$ cat config.mk
export PLATFORM = sky130hd
export DESIGN_NAME = memory_request_arbiter
export DESIGN_NICKNAME = d
export VERILOG_FILES = /design/src/rtl/memory_request_arbiter.sv
export SDC_FILE = /design/constraint.sdc
export NUM_CORES = 1
export LEC_CHECK = 0
export ABC_AREA = 1
export BUFFER_PORTS_ARGS = -buffer_cell sky130_fd_sc_hd__buf_2
export CORE_ASPECT_RATIO = 1.4
export CORE_MARGIN = 3
export CORE_UTILIZATION = 51
export DETAILED_ROUTE_END_ITERATION = 7
export PLACE_DENSITY = 0.86
export SLEW_MARGIN = 0
export SYNTH_ARGS = -nofsm -noshare
export SYNTH_HDL_FRONTEND = slang
export SYNTH_SLANG_ARGS = --single-unit
$ cat constraint.sdc
create_clock -name clk_i -period 2.75 [get_ports clk_i]
set_input_delay 0.1375 -clock clk_i [delete_from_list [all_inputs] [get_ports clk_i]]
set_output_delay 0.1375 -clock clk_i [all_outputs]
set_load 0.05 [all_outputs]
$ cat src/rtl/memory_request_arbiter.sv
// Arbitrates the single data-cache controller port between the load and store units.
// Loads win by default; a same-word store or a starved store takes the port instead.
module memory_request_arbiter #(
  parameter int XLEN         = 32,
  parameter int STARVE_LIMIT = 4
) (
  input  logic            clk_i,
  input  logic            rst_n_i,
  input  logic            ldu_request_i,
  input  logic [XLEN-1:0] ldu_address_i,
  output logic            ldu_grant_o,
  output logic            ldu_done_o,
  input  logic            stu_request_i,
  input  logic [XLEN-1:0] stu_address_i,
  output logic            stu_idle_o,
  output logic            stu_grant_o,
  output logic            stu_done_o,
  input  logic            cache_idle_i,
  input  logic            cache_done_i,
  output logic            cache_read_o,
  output logic            cache_write_o,
  output logic [XLEN-1:0] cache_address_o
);

  typedef enum logic [1:0] {
    IDLE,
    GRANT_LOAD,
    GRANT_STORE
  } state_t;

  localparam logic [3:0] LIMIT = 4'(STARVE_LIMIT);

  state_t     state;
  logic [3:0] starve_cnt;
  logic       word_conflict;
  logic       arb_en;
  logic       store_wins;
  logic       store_take;
  logic       load_take;

  function automatic logic [3:0] sat_inc(input logic [3:0] v);
    return (v >= LIMIT) ? LIMIT : v + 4'd1;
  endfunction

  // Byte offset is ignored: any overlap within the same word forces the store first.
  assign word_conflict = (ldu_address_i[XLEN-1:2] == stu_address_i[XLEN-1:2]);
  assign arb_en        = (state == IDLE) && cache_idle_i;
  assign store_wins    = stu_request_i &&
                         (!ldu_request_i || word_conflict || (starve_cnt == LIMIT));
  assign store_take    = arb_en && store_wins;
  assign load_take     = arb_en && ldu_request_i && !store_wins;

  always_ff @(posedge clk_i or negedge rst_n_i) begin
    if (!rst_n_i) begin
      state           <= IDLE;
      ldu_grant_o     <= 1'b0;
      stu_grant_o     <= 1'b0;
      cache_read_o    <= 1'b0;
      cache_write_o   <= 1'b0;
      cache_address_o <= '0;
    end else begin
      case (state)
        IDLE: begin
          if (store_take) begin
            state           <= GRANT_STORE;
            stu_grant_o     <= 1'b1;
            cache_write_o   <= 1'b1;
            cache_address_o <= stu_address_i;
          end else if (load_take) begin
            state           <= GRANT_LOAD;
            ldu_grant_o     <= 1'b1;
            cache_read_o    <= 1'b1;
            cache_address_o <= ldu_address_i;
          end
        end
        GRANT_LOAD: begin
          if (cache_done_i) begin
            state        <= IDLE;
            ldu_grant_o  <= 1'b0;
            cache_read_o <= 1'b0;
          end
        end
        GRANT_STORE: begin
          if (cache_done_i) begin
            state         <= IDLE;
            stu_grant_o   <= 1'b0;
            cache_write_o <= 1'b0;
          end
        end
        default: begin
          state         <= IDLE;
          ldu_grant_o   <= 1'b0;
          stu_grant_o   <= 1'b0;
          cache_read_o  <= 1'b0;
          cache_write_o <= 1'b0;
        end
      endcase
    end
  end

  // Counts loads granted past a waiting store; any cycle without a store request clears it.
  always_ff @(posedge clk_i or negedge rst_n_i) begin
    if (!rst_n_i) begin
      starve_cnt <= 4'd0;
    end else if (!stu_request_i || store_take) begin
      starve_cnt <= 4'd0;
    end else if (load_take) begin
      starve_cnt <= sat_inc(starve_cnt);
    end
  end

  assign ldu_done_o = (state == GRANT_LOAD) && cache_done_i;
  assign stu_done_o = (state == GRANT_STORE) && cache_done_i;
  assign stu_idle_o = cache_idle_i && (state != GRANT_LOAD);

endmodule

==> reports/results.tsv, run 1 <==
metric	value	unit
synth_top_area_cell	dfrtp_1	
fin_skew	0.00490	ns
period_share	71.7	%
yosysTopAreaCellShare	41.5	%
cts_hold_buf	0	
ios	109	
cp_cell_sequence	inv_1, ha_1, nand3_1, nand2_1, inv_1, nand2_2, nand2_1, buf_4, nand3_1, nand3_1, nor2_1	
cts_setup_buffers	0	
p_leak	1.68	nW
syn_area_per_cell	7.40	µm²
rrSetupSlack	0.78	ns
grt-ovfl-total	0	
tns	0	ns
worstReg2RegEnd	starve_cnt[1]$_DFFE_PN0P_	
slew_viol_final	0	
wl	6390	µm
power	0.00315	W
yosysWarnings	0	
die_x	64.1	µm
antenna_found_initial	0	
drt-initial-drc-count	153	
final_hold_viol_count	40	
die_y	87.4	µm
synth_top_cells_by_area	dfrtp_1, nand2_1, nand3_1	
clk-insertion-delay-late	0.29	ns
seqCellArea	1000	µm²
drtPass1Iterations	4	
maxCapViolCount	0	
cts_tree	yes	
antenna_cells	0	
rr_worst_depth	11	
cts_buffers	5	
cp_common_cell	nand3_1	
detail-route-antenna-nets	0	
powerDensity	1030	nW/µm²
crit_family	simple AND/OR/NAND/NOR gates	
ys_seq_area_share	41.5	%
grt_pass1_vias	2385	
worstPathArrival	2.15	ns
cts_resized	0	
vias_per_cell	5.14	
setup_viol	0	
io_buffers	108	
critical_path_class	register to register	
syn_to_final_growth	27.1	%
hpwl	4820	µm
status	finished with violations	
whs	-0.0304	ns
grt_pass1_wl	10100	µm
cts_max_path_buffers	2	
track_usage	22.5	%
drive_above_1_share	28.7	%
synth_fp_nets	401	
path_clk_slew	0.08	ns
initial_core_util	53.2	%
violations	hold timing	
wire_per_inst	13.0	µm
netlist_area	2410	µm²
vdd_drop_max	0.000620	V
drc	0	
cp_num_buf_inv	3	
cp_max_fo	26	
grt_max_degree	41	
syn_inst	326	
max_freq	507	MHz
fillers	377	
die-area	5600	µm²
cts_root_buf	clkbuf_8	
num_vias	2523	
crit_slowest_cell	dfrtp_1	
fp-row-count	29	
worst_setup_path_start_kind	register	
required	2.93	ns
endpoint_kind	register	
maxSlewHeadroom	39.6	%
slowest_delay	0.38	ns
multi_input_area	1220	µm²
final_nets	503	
utilization	67.6	%
rsz0062_at_grt	no	
worst_pin_slew	0.906	ns
core	4540	µm²
ys_seq_elements	40	
globalplace.congestion	0.812	
fin_crit	1.97	ns
cts.sinks	40	
worstHoldPathType	input pin to asynchronous set/reset pin	
r2r-start	starve_cnt[0]$_DFFE_PN0P_	
synth_cell_types	22	
cts_max_level	2	
cells in the mapped netlist (all sizes together):
library cell and n:
a21boi 1, a21oi 7, buf 10, clkbuf 6, dfrtp 40, ha 5
inv 27, nand2 108, nand3 69, nor2 21, o211ai 5, o21ai 2
or2 1, xnor2 20, xor2 4
flip-flops by register name, summed over array words and instances (netlist names):
register and flops:
cache_address_o 32, cache_read_o 1, cache_write_o 1, starve_cnt 4, state 2
cell families after synthesis:
logic type | share of synthesized area (%)
DFF | 41.5
AOI/OAI and AO/OA | 3.74
adders and majority gates | 2.59
buffers and inverters | 8.15
xor gates and xnor gates | 8.72
and+or+nand+nor | 35.3
placed cells by master, fill, tap and decap left out:
master,count
buf_2,108
dfrtp_1,40
xor2_1,4
xnor2_1,20
inv_2,1
ha_1,5
nand3_1,68
clkbuf_8,6
nand3_4,1
or2_2,1
a21oi_1,7
nor2_2,1
clkbuf_1,2
nand2_2,1
buf_4,2
inv_1,26
o21ai_0,1
a21boi_0,1
o211ai_1,5
buf_12,1
o21ai_2,1
nand2_1,107
nor2_1,20
worst reg2reg max path: cells and delay by family, from the launching register on:
kind	cells	cell delay, ns
AND/OR/NAND/NOR	7	0.79
buffers and inverters	3	0.50
flip-flops	1	0.38
adder cells (fa/ha/maj)	1	0.20
routing by layer:
metal,GRT usage [%],share of wire (%),vias up
li1,-,-,1236
met2,43.2,51,119
met5,0,0,-
met3,4.13,8.6,6
met4,4.42,0.80,0
met1,25.9,40,1162
cell type report:
class / count / share of cell area (%)
multi-input combinational: 243 / 39.8
sequential: 40 / 32.7
timing repair buffer: 111 / 18.8
inverter: 27 / 3.31
clock buffer: 8 / 2.94
tap: 62 / 2.53
through the flow:
stage | instance area, µm² | hold WS, ns | instances | setup WS (ns)
CTS | 3070 | 0.0155 | 491 | 0.795
floorplan | 2410 | -0.158 | 326 | 1.17
finish | 3070 | -0.0304 | 491 | 0.779
global placement | 2980 | 0.310 | 483 | 0.848
detailed placement | 2980 | 0.327 | 483 | 0.767
global route | 3070 | 0.0563 | 491 | 0.602
power breakdown:
group | switching [W] | internal, W
registers | 0.000135 | 0.000823
clock network | 0.000194 | 0.000205
logic | 0.00135 | 0.000448
worst max-delay path by stage:
stage | from | slack (ns) | cells after the start | end
final | starve_cnt[0]$_DFFE_PN0P_ | 0.78 | 11 | starve_cnt[1]$_DFFE_PN0P_
after global routing | starve_cnt[1]$_DFFE_PN0P_ | 0.60 | 11 | starve_cnt[1]$_DFFE_PN0P_
after CTS | starve_cnt[0]$_DFFE_PN0P_ | 0.79 | 11 | starve_cnt[1]$_DFFE_PN0P_
after detailed placement | ldu_address_i[7] | 0.77 | 15 | starve_cnt[1]$_DFFE_PN0P_
after global placement | stu_address_i[6] | 0.85 | 12 | starve_cnt[0]$_DFFE_PN0P_
after floorplan | state[0]$_DFFE_PN0P_ | 1.17 | 8 | cache_address_o[18]$_DFFE_PN0P_
Power figures use the tool's default switching activity.
==> inputs of run 2 (changes only) <==
Settings changed: ABC_AREA 1 to 0, CORE_UTILIZATION 51 to 42, PLACE_DENSITY 0.86 to 0.76.
Clock period 2.75 ns to 1.6 ns, I/O delays scaled along.
==> run 2 against run 1 <==
Compared with the run above: the run ends with setup timing left; clock-buffer cell count is 2 lower; final cell count is 13% lower; global-route usage is 1.5 points lower; worst setup slack worse by 0.94 ns; combinational power is 130% higher; flip-flop and latch count stayed put; cell area is 15% higher; largest power group unchanged; hold slack better by 0.057 ns; highest routed layer unchanged.
==> reports/results.tsv, run 2 <==
metric	value	unit	change
cts_root_buf	clkbuf_8		
violations	setup timing		
initial_core_util	44.2	%	-8.9 points
hpwl	5000	µm	+3.8%
cts_buffers	5		unchanged
die-area	6500	µm²	+16%
required	1.77	ns	-1.16 ns
drt-initial-drc-count	99		-35%
grt-ovfl-total	0		unchanged
max_freq	569	MHz	+12%
synth.most_common_cell	dfrtp_1		
wl	6850	µm	+7.2%
die_x	69.0	µm	+7.6%
die_y	94.2	µm	+7.8%
antenna_cells	0		unchanged
antenna_found_initial	0		unchanged
netlist_area	2330	µm²	-3.2%
rrSetupSlack	-0.16	ns	-0.94 ns
yosysTopAreaCellShare	42.9	%	+1.4 points
synth_edf_count	0		unchanged
r2r-start	starve_cnt[1]$_DFFE_PN0P_		
drive_above_1_share	52.6	%	+24 points
ys.flop_type	dfrtp_1		
crit_slowest_cell	dfrtp_1		
cp_cell_sequence	inv_1, ha_2, nand2_2, o21ai_2, buf_4, o211a_4, buf_8, a221o_1		
layout_common_cells	buf_2, dfrtp_1, buf_4, and2_1, a221o_1		
layout_commonest_cell	buf_2		
fp-row-count	31		+6.9%
largestRegisters	cache_address_o: 32 flops, starve_cnt: 4 flops, state: 2 flops		
synth_top_area_cell	dfrtp_1		
largest_register_ffs	32		unchanged
ios	109		unchanged
worstPathArrival	1.93	ns	-0.22 ns
grt_pass1_vias	2229		-6.5%
syn_inst	209		-36%
ys_async_sr_fraction	100	%	unchanged
clk-insertion-delay-late	0.29	ns	about the same
setup_slack	-0.157	ns	-0.935 ns
p_leak	1.70	nW	+1.4%
vdd_drop_max	0.00110	V	+78%
final_hold_viol_count	0		-100%
io_buffers	108		unchanged
maxSlewHeadroom	65.8	%	+26 points
final_nets	436		-13%
yosysWarnings	0		unchanged
dp_cells	408		-16%
cp_max_fo	12		-54%
period_share	110	%	+38 points
cts_tree	yes		
fin_crit	1.76	ns	-0.215 ns
drtPass1Iterations	4		unchanged
rsz0062_at_grt	yes		
ys_seq_elements	40		unchanged
powerDensity	1820	nW/µm²	+77%
detail-route-antenna-nets	0		unchanged
track_usage	21.0	%	-1.5 points
core	5280	µm²	+16%
tns	-4.49	ns	-4.49 ns
vias_per_cell	5.28		+2.7%
drc	0		unchanged
layout.cells.non_filler	427		-13%
grt_max_degree	41		unchanged
slowest_delay	0.36	ns	-0.02 ns
worstHoldPathType	input pin to register		
min_path_cells	2		
syn_to_final_growth	50.5	%	
rr_worst_depth	8		-3
cts.sinks	40		unchanged
synth_cell_types	27		+23%
path_clk_slew	0.07	ns	about the same
crit_start	starve_cnt[1]$_DFFE_PN0P_		
synth_fp_nets	284		-29%
largest-register	cache_address_o		
fin_skew	0.00823	ns	+0.00333 ns
cts_max_level	2		unchanged
hp-start	stu_address_i[0]		
maxCapViolCount	0		unchanged
wire_per_inst	16.0	µm	+23%
status	finished with violations		
worst_setup_path_start_kind	register		
num_vias	2254		-11%
slew_viol_final	0		unchanged
synth_top_cells_by_count	dfrtp_1, and2_1, a221o_1		
globalplace.congestion	0.837		+3.1%
syn_area_per_cell	11.2	µm²	+51%
whs	0.0264	ns	+0.0569 ns
ys_seq_area_share	42.9	%	+1.4 points
setup_viol	36		+36
worst_pin_slew	0.513	ns	-0.393 ns
critical_path_class	register to register		
grt_pass1_wl	10300	µm	+1.8%
worst_hold_path.endpoint	cache_address_o[0]$_DFFE_PN0P_		
worstReg2RegEnd	cache_address_o[18]$_DFFE_PN0P_		
cts_max_path_buffers	2		unchanged
endpoint_kind	register		
synth_top_cells_by_area	dfrtp_1, a221o_1, xnor2_1		
[run 2: cell count changes after synthesis, sizes merged, moves of 4 or more]
cell and change:
inv -21, a221o +32, and2 +36, o211ai -5, nand4 +7, xnor2 +10
nand2 -100, nand3 -69, xor2 -4, nor2 -18
[run 2: power breakdown]
part	total (W)	switching, W	internal (W)
Combinational	0.00407	0.00262	0.00145
Sequential	0.00170	0.000240	0.00147
Clock	0.000634	0.000337	0.000297
Total	0.00640	0.00320	0.00321
[run 2: layout make-up]
type / count / area [µm²]
clock buffer: 6 / 72.6
sequential: 40 / 1000
inverter: 6 / 22.5
fill: 412 / 1760
tap: 66 / 82.6
clock inverter: 1 / 5.00
timing repair buffer: 159 / 1030
multi-input combinational: 149 / 1300
[run 2: how the worst max path moves through the flow]
stage / end / slack (ns)
final: cache_address_o[18]$_DFFE_PN0P_ / -0.16
after detailed placement: cache_address_o[30]$_DFFE_PN0P_ / -0.38
after global placement: cache_address_o[0]$_DFFE_PN0P_ / -0.34
after floorplan: cache_address_o[22]$_DFFE_PN0P_ / -0.06
after CTS: cache_address_o[2]$_DFFE_PN0P_ / -0.12
after global routing: cache_address_o[29]$_DFFE_PN0P_ / -0.22
[run 2: stage by stage]
| step | power, W | instance area [µm²] | setup WS [ns] | util, % |
|---|---|---|---|---|
| CTS | 0.00632 | 3410 | -0.121 | 64.6 |
| floorplan | 0.00447 | 2350 | -0.0635 | - |
| global route | 0.00673 | 3510 | -0.219 | 66.6 |
| global placement | 0.00547 | 3190 | -0.342 | 60.6 |
| finish | 0.00640 | 3510 | -0.157 | 66.6 |
| detailed placement | 0.00554 | 3190 | -0.379 | 60.6 |
[run 2: worst max-delay path: cells and delay by family (launching register included)]
| kind | cells | cell delay [ns] |
|---|---|---|
| compound gates | 3 | 0.67 |
| fa+ha+maj | 1 | 0.18 |
| buf+inv | 3 | 0.36 |
| flops | 1 | 0.36 |
| simple gates | 1 | 0.08 |
[run 2: timing repair]
| item | 4_1_cts | 5_1_grt |
|---|---|---|
| pin swaps | 6 | 10 |
| hold buffers | 1 | 0 |
| gates resized for setup | 14 | 27 |
| endpoints found under the setup margin | 35 | 41 |
| buffers inserted | 8 | 4 |
| cloned | 1 | 1 |
| endpoints found under the hold margin | 40 | 0 |
[run 2: cell families (layout without fill, tap and decap cells)]
kind of cell / after synthesis / in the layout / synth area share (%)
flip-flops: 40 / 40 / 42.9
buffers and inverters: 20 / 172 / 6.27
AND/OR/NAND/NOR: 60 / 60 / 15.5
AO/OA/AOI/OAI: 52 / 52 / 20.4
adder cells (fa/ha/maj): 5 / 5 / 2.68
XOR/XNOR: 30 / 30 / 11.3
multiplexers: 2 / 2 / 0.965
[run 2: per-layer routing]
| layer | vias up | share of wire [%] | track usage, % |
|---|---|---|---|
| li1 | 1070 | - | - |
| met1 | 1099 | 41 | 26.2 |
| met2 | 75 | 53 | 36.5 |
| met3 | 10 | 4.9 | 3.59 |
| met4 | 0 | 1.3 | 5.53 |
| met5 | - | 0 | 0 |
==> inputs of run 3 (changes only) <==
Settings changed: CORE_UTILIZATION 42 to 44, CTS_BUF_LIST set to sky130_fd_sc_hd__clkbuf_4, PLACE_DENSITY 0.76 to 0.79.
==> run 3 against run 2 <==
Compared with the run above: critical path type unchanged; the flow still finishes with violations (setup timing); non-clock buffer count increased by 46; hold slack got worse by 0.016 ns; highest routed layer unchanged; total power about the same; largest power group unchanged.
==> reports/results.tsv, run 3 (same netlist as run 2, synthesis figures left out) <==
metric	value	unit	change
clk-insertion-delay-late	0.37	ns	+0.08 ns
syn_to_final_growth	70.8	%	
cp_cell_sequence	inv_2, ha_4, nand2_4, o21ai_4, or2_4, o22ai_4, buf_12, a221o_1		
endpoint_kind	register		
grt-ovfl-total	0		unchanged
status	finished with violations		
antenna_cells	0		unchanged
crit_slowest_cell	dfrtp_1		
setup_slack	-0.173	ns	-0.0169 ns
worst_pin_slew	0.345	ns	-0.168 ns
detail-route-antenna-nets	0		unchanged
die_x	67.5	µm	-2.1%
grt_pass1_vias	2648		+19%
worst_setup_path_start_kind	register		
fin_crit	1.77	ns	+0.0169 ns
violations	setup timing		
layout_commonest_cell	buf_2		
final_nets	482		+11%
slew_viol_final	0		unchanged
setup_viol	36		unchanged
fin_skew	0.0226	ns	+0.0143 ns
wire_per_inst	17.6	µm	+9.5%
period_share	111	%	+1.1 points
r2r-start	starve_cnt[0]$_DFFE_PN0P_		
cts_tree	yes		
cts_max_path_buffers	2		unchanged
grt_max_degree	25		-39%
wl	8290	µm	+21%
die_y	92.2	µm	-2.2%
drtPass1Iterations	4		unchanged
maxSlewHeadroom	77.0	%	+11 points
crit_start	starve_cnt[0]$_DFFE_PN0P_		
cp_num_buf_inv	2		-1
crit_family	compound AO/OA/AOI/OAI gates		
initial_core_util	46.7	%	+2.5 points
slowest_delay	0.41	ns	+0.05 ns
track_usage	26.9	%	+5.9 points
vias_per_cell	5.32		+0.78%
layout.cells.non_filler	472		+11%
die-area	6230	µm²	-4.2%
fp-row-count	30		-3.2%
vdd_drop_max	0.00111	V	+0.55%
core	4990	µm²	-5.4%
maxCapViolCount	0		unchanged
powerDensity	1610	nW/µm²	-12%
largestRegisters	cache_address_o: 32 flops, starve_cnt: 4 flops, state: 2 flops		
cts_max_level	2		unchanged
final_hold_viol_count	0		unchanged
worstHoldPathType	input pin to register		
critical_path_class	register to register		
layout_common_cells	buf_2, dlygate4sd3_1, dfrtp_1, and2_1, a221o_1		
globalplace.congestion	0.873		+4.3%
drive_above_1_share	43.9	%	-8.8 points
largest_register_ffs	32		unchanged
worstPathArrival	2.02	ns	+0.09 ns
hp-start	ldu_address_i[23]		
drc	0		unchanged
cts_buffers	5		unchanged
hpwl	5190	µm	+3.7%
cp_max_fo	23		+11
cts_root_buf	clkbuf_4		
required	1.85	ns	+0.08 ns
largest-register	cache_address_o		
max_freq	564	MHz	-0.95%
ios	109		unchanged
antenna_found_initial	0		unchanged
io_buffers	108		unchanged
num_vias	2511		+11%
grt_pass1_wl	12600	µm	+23%
dp_cells	399		-2.2%
drt-initial-drc-count	109		+10%
path_clk_slew	0.14	ns	+0.07 ns
rsz0062_at_grt	yes		
cts.sinks	40		unchanged
p_leak	1.89	nW	+11%
preCtsSetupSlack	-0.409	ns	-0.0297 ns
## run 3: metal layers
layer / GRT usage, % / share of wire, % / vias to the layer above
met3: 6.13 / 5.8 / 20
met5: 0 / 0 / -
met2: 48.3 / 56 / 100
met4: 9.64 / 2.4 / 0
met1: 29.8 / 36 / 1228
li1: - / - / 1163
## run 3: final timing paths
path,end,cells past startpoint,slack [ns]
max in group asynchronous,cache_read_o$_DFFE_PN0P_,3,0.94
min reg2reg,cache_write_o$_DFFE_PN0P_,1,0.53
min,cache_address_o[23]$_DFFE_PN0P_,2,0.01
min in group asynchronous,cache_address_o[3]$_DFFE_PN0P_,2,0.12
max reg2reg,cache_address_o[23]$_DFFE_PN0P_,8,-0.17
max,cache_address_o[23]$_DFFE_PN0P_,8,-0.17
## run 3: layout make-up
type,instances,area [µm²]
inverters,6,22.5
clock inverters,3,18.8
repair buffers,205,1520
fillers,289,1010
flip-flops and latches,40,1000
clock buffers,5,37.5
well taps,64,80.1
multi-input cells,149,1310
## run 3: report_power, final
group	internal, W	switching [W]	leakage, nW
Clock	0.000169	0.000359	0.0349
Combinational	0.00149	0.00268	1.35
Sequential	0.00146	0.000252	0.506
## run 3: metrics by stage
stage	total power [W]	hold WS, ns	utilization, %	instance area, µm²	setup TNS, ns
global placement	0.00546	-0.00531	63.1	3150	-10.85
global route	0.00670	0.0137	79.8	3990	-6.93
CTS	0.00621	0.00531	76.7	3830	-3.60
detailed placement	0.00553	-0.00822	63.1	3150	-14.47
finish	0.00641	0.0101	79.8	3990	-4.36
floorplan	0.00447	-0.216	-	2350	-1.90
## run 3: timing repair
action / in CTS / in global routing
gates cloned: 0 / 0
hold buffers: 58 / 0
hold endpoints to repair: 69 / 0
gates resized for setup: 6 / 25
buffers inserted: 1 / 6
endpoints found under the setup margin: 37 / 42
pin swaps: 0 / 7
## run 3: worst reg2reg max path: stages (launching register included)
cell and delay [ns]:
dfrtp_1 0.41, inv_2 0.08, ha_4 0.15, nand2_4 0.06
o21ai_4 0.16, or2_4 0.17, o22ai_4 0.09, buf_12 0.17
a221o_1 0.36
